===== src/rtl/mul_pkg.sv =====
// Shared types and sizing for the sequential shift-and-add multiplier.
package mul_pkg;
  typedef enum logic [1:0] {IDLE, RUN, DONE} mul_state_t;
  localparam int MUL_WIDTH = 32;
  localparam int CNT_W = $clog2(MUL_WIDTH);
endpackage


===== src/rtl/adder.sv =====
// Ripple-free behavioural adder: y/c = a + b + cin, v = signed overflow.
module adder #(
  parameter int WIDTH = 32
) (
  input  logic [WIDTH-1:0] a,
  input  logic [WIDTH-1:0] b,
  input  logic             cin,
  output logic [WIDTH-1:0] y,
  output logic             c,
  output logic             v
);
  assign {c, y} = {1'b0, a} + {1'b0, b} + {{WIDTH{1'b0}}, cin};
  assign v = (a[WIDTH-1] == b[WIDTH-1]) && (y[WIDTH-1] != a[WIDTH-1]);
endmodule


===== src/rtl/seq_multiplier.sv =====
// Shift-and-add WIDTH x WIDTH multiplier, one partial sum per clock via the shared adder.
// Optional two's-complement operands when SIGNED_MULT_EN is defined.
module seq_multiplier
  import mul_pkg::*;
#(
  parameter int WIDTH = MUL_WIDTH
) (
  input  logic               clk,
  input  logic               reset,
  input  logic               start,
  input  logic [WIDTH-1:0]   a,
  input  logic [WIDTH-1:0]   b,
  input  logic               is_signed,
  output logic               ready,
  output logic               busy,
  output logic               done,
  output logic [2*WIDTH-1:0] product
);
  mul_state_t         state_reg, state_next;
  logic [WIDTH-1:0]   mcand_reg, hi_reg, lo_reg;
  logic [CNT_W-1:0]   cnt_reg;
  logic [2*WIDTH-1:0] product_reg;

  logic [WIDTH-1:0]   add_b, add_y;
  logic               add_c, add_v;
  logic [WIDTH-1:0]   hi_shift, lo_shift;
  logic [WIDTH-1:0]   load_mcand, load_lo;
  logic [2*WIDTH-1:0] product_final;
  logic               accept;
  logic               unused_v;

  assign add_b = lo_reg[0] ? mcand_reg : '0;

  adder #(.WIDTH(WIDTH)) u_adder (
    .a   (hi_reg),
    .b   (add_b),
    .cin (1'b0),
    .y   (add_y),
    .c   (add_c),
    .v   (add_v)
  );

  assign unused_v = add_v;

  // {c, y, lo} >> 1: carry lands in the top bit, adder LSB shifts into lo.
  assign hi_shift = {add_c, add_y[WIDTH-1:1]};
  assign lo_shift = {add_y[0], lo_reg[WIDTH-1:1]};

`ifdef SIGNED_MULT_EN
  logic neg_reg;

  assign load_mcand    = (is_signed && a[WIDTH-1]) ? -a : a;
  assign load_lo       = (is_signed && b[WIDTH-1]) ? -b : b;
  assign product_final = neg_reg ? -{hi_shift, lo_shift} : {hi_shift, lo_shift};

  always_ff @(posedge clk) begin
    if (reset) begin
      neg_reg <= 1'b0;
    end else if (accept) begin
      neg_reg <= is_signed && (a[WIDTH-1] ^ b[WIDTH-1]);
    end
  end
`else
  logic unused_signed;

  assign unused_signed = is_signed;
  assign load_mcand    = a;
  assign load_lo       = b;
  assign product_final = {hi_shift, lo_shift};
`endif

  assign accept = start && ready;

  always_comb begin
    state_next = state_reg;
    ready      = 1'b0;
    busy       = 1'b0;
    done       = 1'b0;
    case (state_reg)
      IDLE: begin
        ready = 1'b1;
        if (start) state_next = RUN;
      end
      RUN: begin
        busy = 1'b1;
        if (cnt_reg == '0) state_next = DONE;
      end
      DONE: begin
        ready      = 1'b1;
        done       = 1'b1;
        state_next = start ? RUN : IDLE;
      end
      default: state_next = IDLE;
    endcase
  end

  always_ff @(posedge clk) begin
    if (reset) begin
      state_reg   <= IDLE;
      mcand_reg   <= '0;
      hi_reg      <= '0;
      lo_reg      <= '0;
      cnt_reg     <= '0;
      product_reg <= '0;
    end else begin
      state_reg <= state_next;
      if (accept) begin
        mcand_reg <= load_mcand;
        hi_reg    <= '0;
        lo_reg    <= load_lo;
        cnt_reg   <= CNT_W'(WIDTH - 1);
      end else if (state_reg == RUN) begin
        hi_reg  <= hi_shift;
        lo_reg  <= lo_shift;
        cnt_reg <= cnt_reg - 1'b1;
        // The last shift and the result capture happen on the same edge.
        if (cnt_reg == '0) product_reg <= product_final;
      end
    end
  end

  assign product = product_reg;
endmodule


===== config.mk =====
export PLATFORM = sky130hd
export DESIGN_NAME = seq_multiplier
export DESIGN_NICKNAME = d
export VERILOG_FILES = /design/src/rtl/mul_pkg.sv /design/src/rtl/adder.sv /design/src/rtl/seq_multiplier.sv
export SDC_FILE = /design/constraint.sdc
export NUM_CORES = 1
export LEC_CHECK = 0
export ABC_AREA = 1
export BUFFER_PORTS_ARGS = -buffer_cell sky130_fd_sc_hd__buf_2
export CORE_MARGIN = 2
export CORE_UTILIZATION = 45
export DETAILED_ROUTE_END_ITERATION = 6
export GPL_TIMING_DRIVEN = 1
export PLACE_DENSITY = 0.67
export RECOVER_POWER = 50
export SLEW_MARGIN = 10
export SYNTH_ARGS = -nofsm -noshare
export SYNTH_HDL_FRONTEND = slang
export SYNTH_SLANG_ARGS = --single-unit

===== constraint.sdc =====
create_clock -name clk -period 2.6 [get_ports clk]
set_clock_uncertainty 0.15 [all_clocks]
set_input_delay 0.52 -clock clk [delete_from_list [all_inputs] [get_ports clk]]
set_output_delay 0.52 -clock clk [all_outputs]
set_load 0.02 [all_outputs]

# Yosys cells after proc, flatten, opt, wreduce, memory -nomap -nowiden
# Cells that the tools add are included.
# totals
register_bits,167
latchBits,0
ramBits,0
romBits,0
in_bits,68
output_inout_bits,67
memories,0
# op_classes
add_sub_neg,2
multipliers,0
div_mod_pow,0
order_cmp,0
n_eq_ne,4
shifts,0
mux,12
bitwise_logic,1
reduce_logical,8
# ops
op,n
$mux W32,3
$add A32 B32 Y33,1
$mux W5,2
$pmux W2 S3,1
$logic_not A5 Y1,1
$sub A5 B1 Y5 const B,1
$mux W1,4
$mux W2,2
$reduce_or A2 Y1,2
$reduce_and A3 Y1,1
$eq A2 B1 Y1 const B,1
$eq A2 B2 Y1 const B,1
$logic_not A2 Y1,1
$ne A2 B1 Y1 const B,1
$ne A2 B2 Y1 const B,1
$reduce_and A2 Y1,1
$reduce_bool A2 Y1,1
$logic_and A1 B1 Y1,1
$not A1 Y1,1

# Depth between registers and ports, before layout
# Gate-level depths: netlist (run 1).
# logic_depth
ltp_word,6
depth_mapped,17

# Hierarchy
# A second synthesis (run 1) with hierarchy kept.
# hier_totals
cells_unflattened,1376
hier_area_um2,9115.0
# by_module_without_submodules
mod,n_inst,cells_each,area_per_inst_um2,seq_area_each_um2
seq_multiplier,1,951,6922.9,3343.2
adder,1,425,2192.1,0.0

# Worst setup path before layout (run 1)
# OpenSTA, ideal clock, no wires.
# synth_timing
kind,flip-flop to flip-flop
start,reg lo_reg[0]
end,"reg product_reg[45], in the netlist product[45]"
setup_time_ns,0.114
arrival_time_ns,1.977
required_ns,2.336
path_slack_ns,0.359
path_stages_with_launch,15
n_path_buf,2
path_cell_list,dfxtp_1 clkbuf_1 clkbuf_1 nand2_1 inv_1 ha_1 nand2_1 inv_2 nand2_1 inv_2 a21oi_1 nand2_2 xor2_1 o21bai_1 inv_1
# synth_via
elab_chain_len,2
# synth_lines
item,line_no,source
"start, declared",seq_multiplier.sv:20,"logic [WIDTH-1:0] mcand_reg, hi_reg, lo_reg;"
"start signal, assigned",seq_multiplier.sv:110,lo_reg <= load_lo;
"start signal, assigned",seq_multiplier.sv:114,lo_reg <= lo_shift;
$mux W32,seq_multiplier.sv:32,assign add_b = lo_reg[0] ? mcand_reg : '0;
$add A32 B32 Y33,adder.sv:12,"assign {c, y} = {1'b0, a} + {1'b0, b} + {{WIDTH{1'b0}}, cin};"
"end signal, assigned",seq_multiplier.sv:117,if (cnt_reg == '0) product_reg <= product_final;
"end, declared",seq_multiplier.sv:22,logic [2*WIDTH-1:0] product_reg;
# Every way passes these cells.
# A chain may end at the register's enable or synchronous reset.

# Worst setup path in the final report (run 1)
# layout_timing
start,reg lo_reg[0]
end,reg hi_reg[24]
# layout_via
elab_chain_len,2
# layout_lines
item,line_no,source
$mux W32,seq_multiplier.sv:32,
$add A32 B32 Y33,adder.sv:12,
"end signal, assigned",seq_multiplier.sv:113,hi_reg <= hi_shift;
"end, declared",seq_multiplier.sv:20,
# Every way passes these cells.

==> results of run 1 <==
## layout by cell type, fill, tap and decap left out, types with 3 or more instances in the layout
master	count
nand2_1	354
inv_1	214
nor2_1	197
dfxtp_1	167
nand3_1	98
buf_2	68
clkbuf_1	67
o21ai_0	56
ha_1	34
a21oi_1	25
o21ai_1	22
o21a_1	19
inv_2	18
a221oi_1	18
clkbuf_16	17
nand2_2	15
a31oi_1	13
o21bai_1	10
xor2_1	10
buf_4	10
diode_2	5
nand3_2	5
a21o_1	5
inv_6	5
nor3_1	4
nor2_2	4
nand4_1	4
o211ai_1	4
nor3_2	3
xnor2_1	3
bufinv_16	3
## cells by family after synthesis
kind of cell / count (synthesis) / synth area share
AND/OR/NAND/NOR: 689 / 0.318
XOR/XNOR: 14 / 0.0136
AO/OA/AOI/OAI: 177 / 0.123
buffers and inverters: 289 / 0.126
flip-flops: 167 / 0.370
adder cells (fa/ha/maj): 35 / 0.0494
## final cells by class
cell class / count / area share
timing repair buffer: 148 / 0.0686
tap: 265 / 0.0318
clock inverter: 14 / 0.0182
clock buffer: 18 / 0.0411
sequential: 167 / 0.320
multi-input combinational: 915 / 0.434
antenna: 5 / 0.00120
inverter: 235 / 0.0848
## routing by layer
layer / up-vias / share of wire
met2: 206 / 0.45
met3: 39 / 0.062
li1: 4500 / -
met4: 0 / 0.021
met5: - / 0
met1: 3836 / 0.47
## power breakdown
group,switching (mW),internal (mW)
Combinational,0.656,0.334
Sequential,0.113,2.74
Clock,1.17,1.54
Total,1.94,4.61
## worst max-delay path, delay by kind of cell (launching register included)
| kind | cells | cell delay (ps) |
|---|---|---|
| adder cells (fa/ha/maj) | 1 | 270 |
| flip-flops | 1 | 400 |
| buffers and inverters | 5 | 400 |
| AND/OR/NAND/NOR | 10 | 1110 |
## stage by stage
| step | hold WS, ps | util |
|---|---|---|
| after detailed placement | 310 | 0.506 |
| after global placement | 307 | 0.506 |
| after global routing | 178 | 0.532 |
| after CTS | 161 | 0.537 |
| after floorplan | 289 | - |
| final | 168 | 0.533 |
## worst min path at each step
stage | slack (ps) | to | from
after floorplan | 290 | product[11] | lo_reg[12]
after global routing | 180 | lo_reg[9] | b[9]
after detailed placement | 310 | product[10] | product[10]
after CTS | 160 | lo_reg[7] | b[7]
final | 170 | lo_reg[10] | b[10]
after global placement | 310 | product[1] | product[1]
==> impl_metrics.ini, run 1 <==
[synth]
seq_area_frac_synth = 0.370
synth_commonest_cells = 353 x nand2_1, 210 x inv_1, 197 x nor2_1, 167 x dfxtp_1, 98 x nand3_1
ys_top_cells_by_area = dfxtp_1 37%, nand2_1 15%, inv_1 8.7%
avgSynthCellArea_um2 = 6.58
ys_ff_latch = 167
synth_edf_count = 0
synth.distinct_cells = 41
ys_warn_count = 0
yosysMostFrequentCell = nand2_1
synth_top_area_cell = dfxtp_1
synthArstFlopShare = 0
syn_area_um2 = 9020
syn-num-nets = 1474
synth_top_area_share = 0.370
synth_flop_cell = dfxtp_1
syn_inst = 1371

[grt]
grt_max_degree = 74
grt_pass1_vias = 8018
grtUsageMet2 = 0.386
grt_pass1_wl_um = 40800
met3_usage = 0.0621
grt_use_total = 0.237
antenna_found_initial = 5
use_met1 = 0.310
grt-busiest-layer = met2
grt_overflow = 0

[cts]
insertion_delay_ps = 440
clockRootBuffer = clkbuf_16
cts_tree = done
clkTransAtPathRegs_ps = 70
post-cts-setup-buffers = 0
htree_levels = 4
post_cts_resized = 0
cts_buffer_depth = 2
cts_inserted_buffers = 17
cts_sinks = 167
cts_hold_buf = 0

[route]
drt_wl_total_um = 25100
first_pass_iters = 5
ant_nets = 0
drt-initial-drc-count = 453
route.vias.total = 8581
avgRoutedWirePerCell_um = 14.2
viasPerCell = 4.86
remaining_drc_errors = 0

[die]
die_x_um = 146
start_util = 0.461
core_um2 = 19600
num_rows = 51
dieArea_um2 = 21200
die_h_um = 146
io_pins = 135

[hold_path]
hold_depth = 3
hold_path.class = input port to flip-flop

[setup_path]
worstSetupPathType = flip-flop to flip-flop
worst_path_largest_cell_delay_ps = 400
r2r-start = lo_reg[0]
cp-endpoint = hi_reg[24]
crit_fanout = 10
r2r-end = hi_reg[24]
ff2ff_path_depth = 16
cpMaxStageDelayCell = dfxtp_1
crit_path_start = lo_reg[0]
reg2reg_slack_ps = 160
cp-end-kind = flip-flop
required_ps = 2780
crit_path_cell_trace = buf_4, nand2_1, inv_1, ha_1, nand2_2, inv_2, nand2_1, nand2_1, inv_2, nand3_1, nand2_1, nand3_1, nand2_1, nand3_1, nand2_1, inv_1
path_common_cell = nand2_1
crit_path_start_kind = flip-flop
worstPathArrival_ps = 2620

[layout]
fin_cells = 1767
nets = 1587
fin_area_um2 = 10400
drive_gt1_frac = 0.112
largest_reg_flops = 64
n_fill_cell = 2009
seq_area_um2 = 3340
syn2layout_area_growth_pct = 15.7
multi_input_area_um2 = 4530

[sta]
worst_slew_pin_slew_ps = 1240
relSlewSlack = 0.175
rsz0062_at_grt = false
final-hold-violation-count = 0
slew_viol_final = 0
timing.fmax_mhz = 410
setup_viol = 0
fin_crit_ps = 2440
period_share = 0.938
tns_ps = 0
setup_slack_ps = 160

[place]
post_dp_cell_area_um2 = 9910
preCtsSetupSlack_ps = 209
portBuffers = 133
dpl.hpwl_um = 18500
place_congestion = 0.944
place_inst = 1730

[outcome]
status = finished clean

[power]
total_power_mw = 6.55
total_leakage_power_nw = 5.52
ir_worst_vdd_mv = 0.487
power_density_nw_per_um2 = 628

[run]
drv_cap = 0
Note: power is estimated with default switching activity, not from simulation.
==> run 2, diff against run 1 <==
==> constraint.sdc (replaced) <==
create_clock -name clk -period 2.6 [get_ports clk]
set_clock_uncertainty 0.15 [all_clocks]
set_input_delay 0.13 -clock clk [delete_from_list [all_inputs] [get_ports clk]]
set_output_delay 0.13 -clock clk [all_outputs]
set_load 0.02 [all_outputs]
==> run 2 against run 1 <==
Compared with the run above: fmax is essentially flat; register-to-register slack is essentially flat; global-route usage grew 1.3 points; combinational power grew 11%; critical path depth shrank 8; sequential power is essentially flat; critical path type unchanged; highest routed layer unchanged; die area is the same; hold slack lost 120 ps; total power shrank 0.28%.
==> impl_metrics.ini, run 2 (synthesis gave the netlist of run 1 again) <==
[cts]
insertion_delay_ps = 440
cts_sinks = 167
cts_tree = done
clockRootBuffer = clkbuf_16
cts_buffer_depth = 2
htree_levels = 4
cts_inserted_buffers = 17
clkTransAtPathRegs_ps = 70

[setup_path]
required_ps = 2830
r2r-end = lo_reg[11]
crit_fanout = 26
worst_path_largest_cell_delay_ps = 570
cpMaxStageDelayCell = dlygate4sd3_1
cp-end-kind = flip-flop
r2r-start = state_reg[0]
worstSetupPathType = flip-flop to flip-flop
crit_path_start_kind = flip-flop
path_common_cell = inv_4
critPathBufInv = 4
crit_path_cell_trace = inv_1, nor2_8, inv_4, nand2_4, inv_4, nand2_1, a31oi_1, dlygate4sd3_1
crit_family = buffers and inverters
ff2ff_path_depth = 8
worstPathArrival_ps = 2670
reg2reg_slack_ps = 160

[route]
avgRoutedWirePerCell_um = 14.4
first_pass_iters = 6
viasPerCell = 4.91
route.vias.total = 9005
ant_nets = 0
remaining_drc_errors = 0
drt-initial-drc-count = 515
drt_wl_total_um = 26400

[grt]
grt_max_degree = 67
grt_use_total = 0.250
antenna_found_initial = 0
grt_overflow = 0
grt_pass1_vias = 8707
grt_pass1_wl_um = 43000

[sta]
final-hold-violation-count = 0
relSlewSlack = 0.352
slew_viol_final = 0
tns_ps = 0
period_share = 0.938
rsz0062_at_grt = false
setup_viol = 0
worst_slew_pin_slew_ps = 971
timing.fmax_mhz = 410
setup_slack_ps = 162
fin_crit_ps = 2440

[die]
core_um2 = 19600
start_util = 0.461
num_rows = 51
dieArea_um2 = 21200
die_h_um = 146
io_pins = 135
die_x_um = 146

[layout]
final_util = 0.571
nets = 1660
fin_cells = 1835
final_cell_mix = 353 x nand2_1, 213 x inv_1, 196 x nor2_1
n_fill_cell = 1939
multi_input_area_um2 = 4560
num_antenna_cells = 0
largest_reg_flops = 64
drive_gt1_frac = 0.111
seq_area_um2 = 3340
syn2layout_area_growth_pct = 23.9
layout_commonest_cell = nand2_1

[power]
power_density_nw_per_um2 = 584
total_power_mw = 6.53
ir_worst_vdd_mv = 0.527
total_leakage_power_nw = 5.85

[place]
portBuffers = 133
dpl.hpwl_um = 18600
place_inst = 1730
place_congestion = 0.916
preCtsSetupSlack_ps = 193

[hold_path]
hold_path.class = input port to flip-flop
holdPathEnd = mcand_reg[23]
hold_depth = 4
min-delay-start = start

[outcome]
status = finished clean

[run]
drv_cap = 0
[run 2: cell count changes in the layout (fill, tap and decap cells not counted), sizes merged]
cell and delta:
clkinvlp -2, clkinv +2, dlygate4sd3 +73, inv +4, buf -1, diode -5
bufinv -3
[run 2: report_power, final]
group	switching, mW	internal, mW	leakage [nW]
Sequential	0.119	2.74	1.37
Clock	1.27	1.30	0.293
Combinational	0.685	0.419	4.19
[run 2: worst max-delay path by stage]
stage / startpoint / to / slack, ps / cells after the start
global placement: lo_reg[0] / product[63] / 180 / 12
finish: state_reg[0] / lo_reg[11] / 160 / 8
floorplan: lo_reg[0] / product[45] / 360 / 14
CTS: state_reg[0] / lo_reg[25] / 140 / 6
global route: lo_reg[0] / product[58] / 20 / 13
detailed placement: lo_reg[0] / hi_reg[27] / 190 / 14
[run 2: cell type report]
class / instances / share of cell area
well taps: 265 / 0.0296
clock inverters: 15 / 0.0153
inverters: 235 / 0.0793
repair buffers: 221 / 0.131
multi-input cells: 915 / 0.408
clock buffers: 17 / 0.0380
flip-flops and latches: 167 / 0.299
[run 2: through the flow]
| stage | hold slack (ps) | instance area (um^2) |
|---|---|---|
| floorplan | 116 | 9020 |
| global placement | 222 | 9920 |
| detailed placement | 221 | 9920 |
| CTS | 31.6 | 11200 |
| global route | 60.9 | 11200 |
| finish | 45.3 | 11200 |
[run 2: layer usage]
metal	part of all wire	track usage	vias to the layer above
met5	0	0	-
met4	0.022	0.0750	0
met3	0.057	0.0567	39
met2	0.47	0.420	242
met1	0.45	0.322	4085
li1	-	-	4639
[run 2: repair_timing]
item	CTS	global route
buffers inserted	0	0
gates resized for setup	0	8
hold buffers	73	0
endpoints found under the setup margin	0	14
hold endpoints to repair	64	0
[run 2: worst min-delay path: cells and delay by family]
family / cells / cell delay, ps
AOI/OAI and AO/OA: 1 / 100
and+or+nand+nor: 2 / 260
buffers and inverters: 1 / 110
==> run 3, diff against run 2 <==
--- a/config.mk
+++ b/config.mk
@@ -7,7 +7,6 @@
 export LEC_CHECK = 0
 export ABC_AREA = 1
 export BUFFER_PORTS_ARGS = -buffer_cell sky130_fd_sc_hd__buf_2
-export CORE_MARGIN = 2
 export CORE_UTILIZATION = 45
 export DETAILED_ROUTE_END_ITERATION = 6
 export GPL_TIMING_DRIVEN = 1
==> run 3 against run 2 <==
Compared with the run above: sequential power about the same; global-route usage increased by 1.2 points; first-iteration DRC count unchanged; flip-flop and latch count unchanged; final area decreased by 0.62%; non-clock buffer count decreased by 7; fmax increased by 2.8%; combinational power about the same; critical path type unchanged; critical endpoint is now product[63]; largest cell class unchanged; highest routed layer unchanged.
==> impl_metrics.ini, run 3 (synthesis gave the netlist of run 1 again) <==
[setup_path]
crit_fanout = 19
r2r-start = lo_reg[0]
worstSetupPathType = flip-flop to flip-flop
crit_path_start_kind = flip-flop
crit_family = simple AND/OR/NAND/NOR gates
reg2reg_slack_ps = 230
cpMaxStageDelayCell = dfxtp_2
required_ps = 2790
worstPathArrival_ps = 2560
worst_path_largest_cell_delay_ps = 390
ff2ff_path_depth = 14
cp-end-kind = flip-flop
critPathBufInv = 3
crit_path_cell_trace = buf_12, nand2_1, inv_1, ha_1, nand2_1, nand2_1, a21oi_1, nor2_1, nor2_1, nor2_1, nor2_1, nand3_1, nand2_1, inv_1
r2r-end = product[63]

[cts]
cts_buffer_depth = 2
insertion_delay_ps = 430
cts_tree = done
clkTransAtPathRegs_ps = 80
cts_inserted_buffers = 17
clockRootBuffer = clkbuf_16
htree_levels = 4
post-cts-setup-buffers = 0
cts_sinks = 167

[grt]
grt_pass1_vias = 8502
antenna_found_initial = 0
grt_max_degree = 67
grt_use_total = 0.262
grt_overflow = 0
grt_pass1_wl_um = 42100

[route]
drt_wl_total_um = 25800
viasPerCell = 4.93
avgRoutedWirePerCell_um = 14.1
ant_nets = 0
remaining_drc_errors = 0
drt-initial-drc-count = 515
first_pass_iters = 5
route.vias.total = 9009

[sta]
rsz0062_at_grt = false
relSlewSlack = 0.553
slew_viol_final = 0
worst_slew_pin_slew_ps = 671
fin_crit_ps = 2370
tns_ps = 0
period_share = 0.912
final-hold-violation-count = 0
setup_viol = 0
timing.fmax_mhz = 422
setup_slack_ps = 229

[hold_path]
hold_depth = 4
holdPathEnd = hi_reg[0]
min-delay-start = reset
hold_path.class = input port to flip-flop

[layout]
seq_area_um2 = 3340
final_util = 0.567
fin_area_um2 = 11100
syn2layout_area_growth_pct = 23.2
num_antenna_cells = 0
drive_gt1_frac = 0.111
largest_reg_flops = 64
n_fill_cell = 1940
nets = 1653
final_cell_mix = 353 x nand2_1, 211 x inv_1, 197 x nor2_1
fin_cells = 1828
multi_input_area_um2 = 4540
layout_commonest_cell = nand2_1

[power]
power_density_nw_per_um2 = 590
total_leakage_power_nw = 5.81
ir_worst_vdd_mv = 0.525

[place]
place_inst = 1730
place_congestion = 0.909
dpl.hpwl_um = 18100
preCtsSetupSlack_ps = 213
portBuffers = 133
post_dp_cell_area_um2 = 9930

[die]
die_h_um = 144
dieArea_um2 = 20600
core_um2 = 19600
die_x_um = 144
io_pins = 135
num_rows = 51
start_util = 0.461

[run]
drv_cap = 0

[outcome]
status = finished clean
run 3: changes by cell type in the layout (fill, tap and decap cells not counted), sizes merged:
| cell | change |
|---|---|
| bufinv | +1 |
| inv | -1 |
| buf | +2 |
| dlygate4sd3 | -7 |
| clkbuf | -2 |
run 3: worst max path at each step:
stage	start	to	slack (ps)	cells past startpoint
floorplan	lo_reg[0]	product[45]	360	14
global placement	lo_reg[0]	product[63]	230	14
detailed placement	lo_reg[0]	hi_reg[19]	210	14
CTS	lo_reg[0]	hi_reg[19]	190	16
global route	lo_reg[0]	hi_reg[26]	50	13
finish	lo_reg[0]	product[63]	230	14
run 3: layout make-up:
cell class,instances,area share
flip-flops and latches,167,0.301
clock inverters,15,0.0163
clock buffers,17,0.0383
inverters,235,0.0796
repair buffers,214,0.127
multi-input cells,915,0.408
well taps,265,0.0298
run 3: tightest hold or removal path, cell delays in order:
cell and delay (ps):
buf_2 210, nor2_4 110, o21ai_0 80, a21oi_1 40
run 3: metrics by stage:
stage | power [mW] | hold WS [ps]
floorplan | 3.61 | 116
global placement | 3.90 | 215
detailed placement | 3.92 | 224
CTS | 6.61 | 21.7
global route | 6.86 | 51.6
finish | 6.56 | 39.5
run 3: repair_timing:
action                                  4_1_cts  5_1_grt
hold buffers                                 66        0
endpoints found under the hold margin        64        0
endpoints found under the setup margin        0        9
gates resized for setup                       0        4
run 3: power breakdown:
| part | switching, mW | total, mW | internal [mW] |
|---|---|---|---|
| registers | 0.118 | 2.85 | 2.74 |
| logic | 0.680 | 1.09 | 0.410 |
| clock network | 1.23 | 2.61 | 1.39 |
run 3: per-layer routing:
metal,up-vias,routed length [um],track usage
met5,-,0,0
met3,38,1470,0.0473
met1,4088,11800,0.337
met2,261,11900,0.429
li1,4622,-,-
met4,0,682,0.110
